<file path="config.mk">
export PLATFORM = sky130hd
export DESIGN_NAME = prim_sec_dup_counter
export DESIGN_NICKNAME = d
export VERILOG_FILES = /design/src/rtl/prim_sec_dup_counter.sv
export SDC_FILE = /design/constraint.sdc
export NUM_CORES = 1
export LEC_CHECK = 0
export ABC_AREA = 0
export BUFFER_PORTS_ARGS = -buffer_cell sky130_fd_sc_hd__buf_4
export CAP_MARGIN = 15
export CORE_AREA = 2 2 55 57
export CTS_BUF_LIST = sky130_fd_sc_hd__clkbuf_2 sky130_fd_sc_hd__clkbuf_4 sky130_fd_sc_hd__clkbuf_8
export DETAILED_ROUTE_END_ITERATION = 16
export DIE_AREA = 0 0 57 59
export PLACE_DENSITY = 0.94
export SYNTH_ARGS = -nofsm -noshare
export SYNTH_HDL_FRONTEND = slang
export SYNTH_SLANG_ARGS = --single-unit
</file>
<file path="constraint.sdc">
create_clock -name clk_i -period 6.06 [get_ports clk_i]
set_input_delay 1.212 -clock clk_i [delete_from_list [all_inputs] [get_ports clk_i]]
set_output_delay 1.212 -clock clk_i [all_outputs]
set_load 0.01 [all_outputs]
</file>
<file path="src/rtl/prim_sec_dup_counter.sv">
// Saturating up-counter kept as two redundant copies: the count and its complement.
// Any disagreement between the copies raises a sticky error flag.
module prim_sec_dup_counter #(
  parameter int               Width      = 8,
  parameter logic [Width-1:0] ResetValue = '0
) (
  input  logic             clk_i,
  input  logic             rst_i,
  input  logic             clr_i,
  input  logic             set_i,
  input  logic [Width-1:0] set_cnt_i,
  input  logic             en_i,
  input  logic [Width-1:0] step_i,
  output logic [Width-1:0] cnt_o,
  output logic [Width-1:0] cnt_next_o,
  output logic             sat_o,
  output logic             err_o
);

  function automatic logic [Width-1:0] sat_add(input logic [Width-1:0] a,
                                               input logic [Width-1:0] b);
    logic [Width:0] sum;
    sum = {1'b0, a} + {1'b0, b};
    return sum[Width] ? {Width{1'b1}} : sum[Width-1:0];
  endfunction

  (* keep = "true", dont_touch = "true" *) logic [Width-1:0] cnt_q;
  (* keep = "true", dont_touch = "true" *) logic [Width-1:0] cnt_n_q;
  logic             err_q;
  logic [Width-1:0] cnt_d;
  logic [Width-1:0] cnt_n_d;
  logic             err_d;
  logic             mismatch;

  always_comb begin
    cnt_d = cnt_q;
    if (clr_i)      cnt_d = ResetValue;
    else if (set_i) cnt_d = set_cnt_i;
    else if (en_i)  cnt_d = sat_add(cnt_q, step_i);
  end

  // The shadow is advanced from its own state through a separate adder, never from cnt_d.
  always_comb begin
    cnt_n_d = cnt_n_q;
    if (clr_i)      cnt_n_d = ~ResetValue;
    else if (set_i) cnt_n_d = ~set_cnt_i;
    else if (en_i)  cnt_n_d = ~sat_add(~cnt_n_q, step_i);
  end

  always_comb begin
    mismatch = (cnt_q != ~cnt_n_q);
    err_d    = err_q | mismatch;
  end

  always_ff @(posedge clk_i) begin
    if (rst_i) cnt_q <= ResetValue;
    else       cnt_q <= cnt_d;
  end

  always_ff @(posedge clk_i) begin
    if (rst_i) cnt_n_q <= ~ResetValue;
    else       cnt_n_q <= cnt_n_d;
  end

  always_ff @(posedge clk_i) begin
    if (rst_i) err_q <= 1'b0;
    else       err_q <= err_d;
  end

  assign cnt_o      = cnt_q;
  assign cnt_next_o = cnt_d;
  assign sat_o      = (cnt_q == {Width{1'b1}});
  assign err_o      = err_d;

endmodule

</file>
After elaboration in Yosys (flattened, before gate mapping)
Index checks and enable logic that the tools add are counted.
{"block": "word_totals", "ramBits": 0, "inputBits": 21, "output_inout_bits": 18, "elab_cells": 20, "latchBits": 0, "rom_bits": 0, "memories": 0, "regBits": 17}
{"block": "classes", "multipliers": 0, "reduce_logical": 2, "n_lt_le_gt_ge": 0, "n_eq_ne": 2, "div": 0, "bitwise_logic": 4, "addsub": 2, "n_mux": 7, "shift": 0}
{"operator": "$mux 8", "count": 7}
{"operator": "$not 8->8", "count": 3}
{"operator": "$add 8x8->9", "count": 2}
{"operator": "$eq 8x8->1 const B", "count": 1}
{"operator": "$ne 8x8->1", "count": 1}
{"operator": "$reduce_bool 2->1", "count": 1}
{"operator": "$reduce_or 2->1", "count": 1}
{"operator": "$or 1x1->1", "count": 1}

Longest topological paths before layout
Gate-level depths: netlist (run 1).
{"block": "depth", "depth_word": 6, "mapped_depth": 9, "mapped_depth_nobuf": 9}

Worst setup path before layout (run 1)
No wires, ideal clock.
{"block": "synth_timing", "kind": "input -> output", "startpoint": "in step_i[0]", "endpoint": "out cnt_next_o[4]", "n_path_buf": 0, "slack_ns": 2.023, "required_ns": 4.848, "arrival_ns": 2.825, "cell_stages": 7, "path_cell_list": "ha_1 fa_1 a21o_1 a21oi_1 xnor2_1 nor2_1 nor4_1"}
{"block": "synth_between", "elab_chain_len": 5}
{"item": "start: declaration", "line": "13", "rtl": "input logic [Width-1:0] step_i,"}
{"item": "$add 8x8->9", "line": "23", "rtl": "sum = {1'b0, a} + {1'b0, b};"}
{"item": "$mux 8", "line": "24", "rtl": "return sum[Width] ? {Width{1'b1}} : sum[Width-1:0];"}
{"item": "$mux 8", "line": "39", "rtl": "else if (en_i) cnt_d = sat_add(cnt_q, step_i);"}
{"item": "$mux 8", "line": "38", "rtl": "else if (set_i) cnt_d = set_cnt_i;"}
{"item": "$mux 8", "line": "37", "rtl": "if (clr_i) cnt_d = ResetValue;"}
{"item": "end: declaration", "line": "15", "rtl": "output logic [Width-1:0] cnt_next_o,"}
No other way between the ends.

Final worst setup path (run 1)
{"block": "layout_timing", "startpoint": "in step_i[0]", "endpoint": "out cnt_next_o[0]"}
The elaborated chain is that of the path after synthesis.

==> summary.txt, run 1 <==
Clocking
  • CTS HTree Levels: 1
  • Worst skew pair latency: slightly below 0.3 ns
  • Clock tree buffer depth: 2
  • TritonCTS Buffers: 3
  • Clock transition at path regs: ~0.11 ns
  • Clock sinks: 17
  • Root buffer cell: clkbuf_4
  • CTS tree: done
  • Postcts setup bufs: 0
  • Hold Buf Count CTS: 0
  • Resized Gates After CTS: 0

Cells and area
  • Final core utilization: 67.9%
  • Commonest non-fill, non-tap cell in the layout: buf_4
  • Fraction of layout cells with a size suffix above 1: 25.0%
  • Final instance area: around 1800 um2
  • Number of fill cells: 220
  • Nets@finish: approximately 260
  • Area grow syn2layout: 17.2%
  • Most frequent cells in the layout: buf_4, nor2_1, dfxtp_1
  • Diode count: 0

Routing
  • Wire length per cell: between 10 and 15 um
  • Remaining DRCs: 0
  • Top routing layer used: met4
  • Final ANT Viol Nets: 0
  • Initial DRC Count: 51
  • DR vias: around 1500
  • WL met2: 1810 um
  • First-pass DRT Iterations: 4
  • Metal3 WL: 216 um
  • Met1 WL: ~1500 um
  • Via density: between 5 and 6
  • Routed wire length: about 3700 um

Worst setup path
  • Worst Path Max Fanout: 7
  • Critical Path Max Stage Delay: 0.40 ns
  • Crit path cell chain: buf_4, ha_1, fa_1, a21o_1, a221oi_2, o21ai_2, o221a_4, buf_4
  • CP endpoint kind: primary output
  • CP Launch Type: input port
  • Start-to-end type of the worst setup path: input port to primary output
  • Worst path slowest cell: fa_1
  • Cell count of the worst reg-to-reg path: 7
  • Critical Path AT: roughly 3.1 ns
  • Data required time at the worst endpoint: between 4 and 5 ns
  • Crit path top cell by count: buf_4

Worst hold path
  • Worst hold path class: flip-flop to flip-flop
  • Hold Path Depth: 2

Logic synthesis
  • Ranking of synthesized cells by area: dfxtp_1, ha_1, xnor2_1
  • Yosys reg bits: 17
  • Post-Syn Area: approximately 1600 um2
  • Synthesis warning total: 0
  • Yosys top cell area share: between 20% and 30%
  • Synth Instances: 187
  • Cell taking the most area after synthesis: dfxtp_1
  • Post-synth cell types: 40
  • Syn nets: 226
  • Avg Cell Area, Syn: 8.40 um2
  • Sequential fraction of the synthesis area: 21.7%

Power and ir drop
  • IR drop worst, VDD: around 0.14 mV
  • Leakage: 0.000910 uW
  • Pwr Density: roughly 170 nW/um2

Timing
  • RSZ-0062 raised after global routing: false
  • Worst-Margin Slew: between 0.5 and 0.6 ns
  • Tcrit/Tclk final: a little under three quarters
  • Headroom to the max-slew limit: 66.3%
  • Hold Slack: 0.548 ns
  • Max-slew violations: 0
  • Final min period: between 4 and 5 ns
  • Final worst slack: about 1.7 ns
  • Final Skew: between 0.003 and 0.004 ns
  • Setup Viol. Count Final: 0
  • Max Freq: ~230 MHz
  • Final Hold Viols: 0
  • Setup TNS: 0 ns

GRT
  • Largest net degree at the start of global routing: 13
  • Antenna violations before repair: 0
  • Vias in the first global route: between 1000 and 1500
  • First-pass GRT wire length: ~6000 um
  • Grt ovf: 0
  • Total track usage: ~23%

Die
  • Starting density of the core: between 50 and 60%
  • Row cnt: 19
  • Die area: between 3000 and 4000 um2
  • Core ar.: 2710 um2
  • Die Wd: between 50 and 60 um
  • Die H: 59 um
  • IO Count: 39

Placement
  • Detail Placement HPWL: around 3000 um
  • Placed Area: between 1500 and 2000 um2
  • GP Congestion: between 0.8 and 0.9
  • PortBufs: 38
  • Pre-CTS WS: 1.73 ns

Status
  • Status: complete, no violations

Job
  • Max_cap viols: 0
## kinds of logic after synthesis
family | count (synthesis) | share of synthesized area (%)
compound gates | 50 | 23.3
xor+xnor | 19 | 10.6
fa+ha+maj | 18 | 15.3
buf+inv | 25 | 8.21
flops | 17 | 21.7
mux | 1 | 0.637
simple gates | 57 | 20.2
## Yosys cell counts
library cell / n
a211oi_1: 13
a211oi_2: 1
a21o_1: 5
a21oi_1: 6
a21oi_2: 1
a221oi_2: 1
a31oi_1: 1
a41o_1: 1
and2b_1: 1
and3_2: 1
buf_2: 3
buf_4: 8
clkbuf_1: 1
clkbuf_2: 1
dfxtp_1: 17
fa_1: 2
ha_1: 16
inv_1: 12
mux2i_1: 1
nand2_1: 3
nand2b_1: 5
nand3_1: 1
nand4_1: 2
nor2_1: 20
nor2b_1: 9
nor2b_4: 2
nor3_1: 2
nor3b_1: 1
nor4_1: 4
o211ai_1: 2
o21ai_0: 13
o21ai_1: 1
o21ai_2: 1
o21bai_1: 1
o221a_4: 2
o31ai_1: 1
or2_2: 3
or4_1: 3
xnor2_1: 15
xor2_1: 4
## cell type report
| cell class | count | area [um2] | share of cell area [%] |
|---|---|---|---|
| clock buffers | 4 | 30.0 | 1.63 |
| inverters | 12 | 45.0 | 2.45 |
| multi-input cells | 145 | 1100 | 59.8 |
| flip-flops and latches | 17 | 340 | 18.5 |
| well taps | 31 | 38.8 | 2.11 |
| repair buffers | 38 | 285 | 15.5 |
## routing by layer
layer | vias up | global-route usage [%]
met4 | 0 | 11.3
li1 | 725 | -
met1 | 667 | 25.7
met5 | - | 0
met2 | 53 | 42.5
met3 | 12 | 1.97
## report_power, final
part	internal [uW]	switching, uW
Sequential	119	9.00
Combinational	58.8	59.4
Clock	30.1	38.2
## worst max-delay path: cells and delay by family
family	cells	cell delay, ns
compound gates	4	1.01
buf+inv	2	0.27
fa+ha+maj	2	0.63
## state kept, by name, indices dropped and copies added (netlist names)
register and flops:
cnt_o 8, cnt_n_q 8, err_q 1
## per-stage QoR
| stage | power (uW) | cells |
|---|---|---|
| floorplan | 212 | 187 |
| finish | 314 | 247 |
| global route | 329 | 247 |
| CTS | 314 | 247 |
| detailed placement | 247 | 243 |
| global placement | 243 | 243 |
## path summary, 6_finish.rpt
kind | startpoint | end | slack, ns
max reg2reg | cnt_o[0] | cnt_o[0] | 3.77
min | cnt_n_q[3] | cnt_n_q[3] | 0.55
max | step_i[0] | cnt_next_o[0] | 1.73
min reg2reg | cnt_n_q[3] | cnt_n_q[3] | 0.55
(Power assumes the default switching activity.)
==> inputs of run 2 (changes only) <==
CORE_AREA = 2 2 57 59   (was 2 2 55 57)
DIE_AREA = 0 0 59 61   (was 0 0 57 59)
PLACE_DENSITY = 0.88   (was 0.94)
clock period = 4.2 ns   (was 6.06 ns; I/O delays follow)
==> run 2 against run 1 <==
Effect of this change: sequential power up 44%; highest routed layer unchanged; worst setup slack worse by 1.1 ns; cell count up 0.81%; combinational power up 44%; clock power up 44%; routed wire length about the same.
==> summary.txt, run 2 (synthesized netlist as in run 1, its figures left out) <==
Clocking
  • Worst skew pair latency: 0.29 ns
  • Clock tree buffer depth: 2
  • TritonCTS Buffers: 3
  • Clock sinks: 17
  • CTS tree: done
  • Clock transition at path regs: ~0.1 ns
  • Root buffer cell: clkbuf_4
  • Hold Buf Count CTS: 0
  • Postcts setup bufs: 0
  • Resized Gates After CTS: 0
  • CTS HTree Levels: 1

Cells and area
  • Diode count: 0
  • Post-Layout Cell Count: 249
  • Area grow syn2layout: 17.4%
  • Commonest non-fill, non-tap cell in the layout: buf_4
  • Most frequent cells in the layout: buf_4, nor2_1, dfxtp_1
  • Final core utilization: approximately 62%
  • Nets@finish: 256
  • Fraction of layout cells with a size suffix above 1: around a quarter

Die
  • IO Count: 39
  • Row cnt: 20
  • Starting density of the core: a little over half
  • Die H: between 60 and 70 um
  • Core ar.: 2950 um2
  • Die Wd: between 50 and 60 um
  • Die area: approximately 3600 um2

Timing
  • Final Skew: 0.00118 ns
  • RSZ-0062 raised after global routing: false
  • Worst-Margin Slew: approximately 0.53 ns
  • Max Freq: approximately 280 MHz
  • Tcrit/Tclk final: 84.5%
  • Final worst slack: between 0.6 and 0.7 ns
  • Final min period: around 3.5 ns
  • Setup TNS: 0 ns
  • Max-slew violations: 0
  • Setup Viol. Count Final: 0
  • Final Hold Viols: 0
  • Headroom to the max-slew limit: 64.4%

Routing
  • Remaining DRCs: 0
  • Wire length per cell: roughly 15 um
  • First-pass DRT Iterations: 4
  • Routed wire length: 3660 um
  • DR vias: roughly 1400
  • Initial DRC Count: 62
  • Via density: 5.73
  • Final ANT Viol Nets: 0

Worst setup path
  • RR Endpoint: cnt_o[1]
  • Start-to-end type of the worst setup path: input port to primary output
  • CP Launch Type: input port
  • CP endpoint kind: primary output
  • Cell count of the worst reg-to-reg path: 7
  • Worst Path Max Fanout: 7
  • Data required time at the worst endpoint: 3.36 ns
  • FF-to-FF setup slack: just under 2 ns
  • Worst r2r src: cnt_o[0]
  • Critical Path AT: around 2.7 ns

Placement
  • Pre-CTS WS: 0.647 ns
  • Placed Instances: approximately 250
  • Detail Placement HPWL: about 3000 um
  • PortBufs: 38
  • GP Congestion: 0.827

GRT
  • Grt ovf: 0
  • Antenna violations before repair: 0
  • First-pass GRT wire length: roughly 5900 um
  • Vias in the first global route: between 1000 and 1500
  • Total track usage: 21.8%
  • Largest net degree at the start of global routing: 13

Power and ir drop
  • IR drop worst, VDD: 0.0812 mV
  • Overall power: around 450 uW
  • Leakage: slightly above 0.0009 uW
  • Pwr Density: between 200 and 250 nW/um2

Worst hold path
  • Hold Path Depth: 2
  • Hold Crit Endpoint: cnt_n_q[3]
  • Worst hold path class: flip-flop to flip-flop
  • Hold path start: cnt_n_q[3]

Status
  • Status: complete, no violations

Job
  • Max_cap viols: 0
==> run 2: where the power goes <==
part | leakage (uW) | total [uW] | switching, uW | internal, uW
sequential | 0.000140 | 184 | 12.9 | 171
combinational | 0.000751 | 170 | 85.6 | 84.7
clock | 0.0000184 | 98.3 | 54.9 | 43.4
total | 0.000910 | 453 | 153 | 299
==> run 2: metal layers <==
layer	part of all wire, %	vias to the layer above	GRT usage [%]
met2	49	42	37.6
met4	2.1	0	9.09
met1	45	652	28.1
met3	4.0	8	1.92
li1	-	724	-
met5	0	-	0
==> run 2: worst max path at each step <==
stage	start	endpoint	slack, ns
floorplan	step_i[0]	cnt_next_o[4]	0.91
global placement	step_i[0]	cnt_next_o[0]	0.66
finish	step_i[0]	cnt_next_o[0]	0.65
CTS	step_i[0]	cnt_next_o[0]	0.65
detailed placement	step_i[0]	cnt_next_o[0]	0.65
global route	step_i[0]	cnt_next_o[3]	0.55
==> run 2: through the flow <==
stage	hold slack [ns]	area (um2)
CTS	0.546	1840
global route	0.569	1840
global placement	0.512	1810
finish	0.545	1840
floorplan	0.493	1570
detailed placement	0.520	1810
==> run 2: cell type report <==
cell class / instances / area (um2)
timing repair buffer: 38 / 285
clock buffer: 4 / 30.0
sequential: 17 / 340
multi-input combinational: 145 / 1100
fill: 280 / 1110
inverter: 12 / 45.0
tap: 33 / 41.3
==> run 2: worst max-delay path, stage by stage <==
cell and delay [ns]:
buf_4 0.12, ha_1 0.23, fa_1 0.40, a21o_1 0.21, a221oi_2 0.30, o21ai_2 0.19
o221a_4 0.27, buf_4 0.14
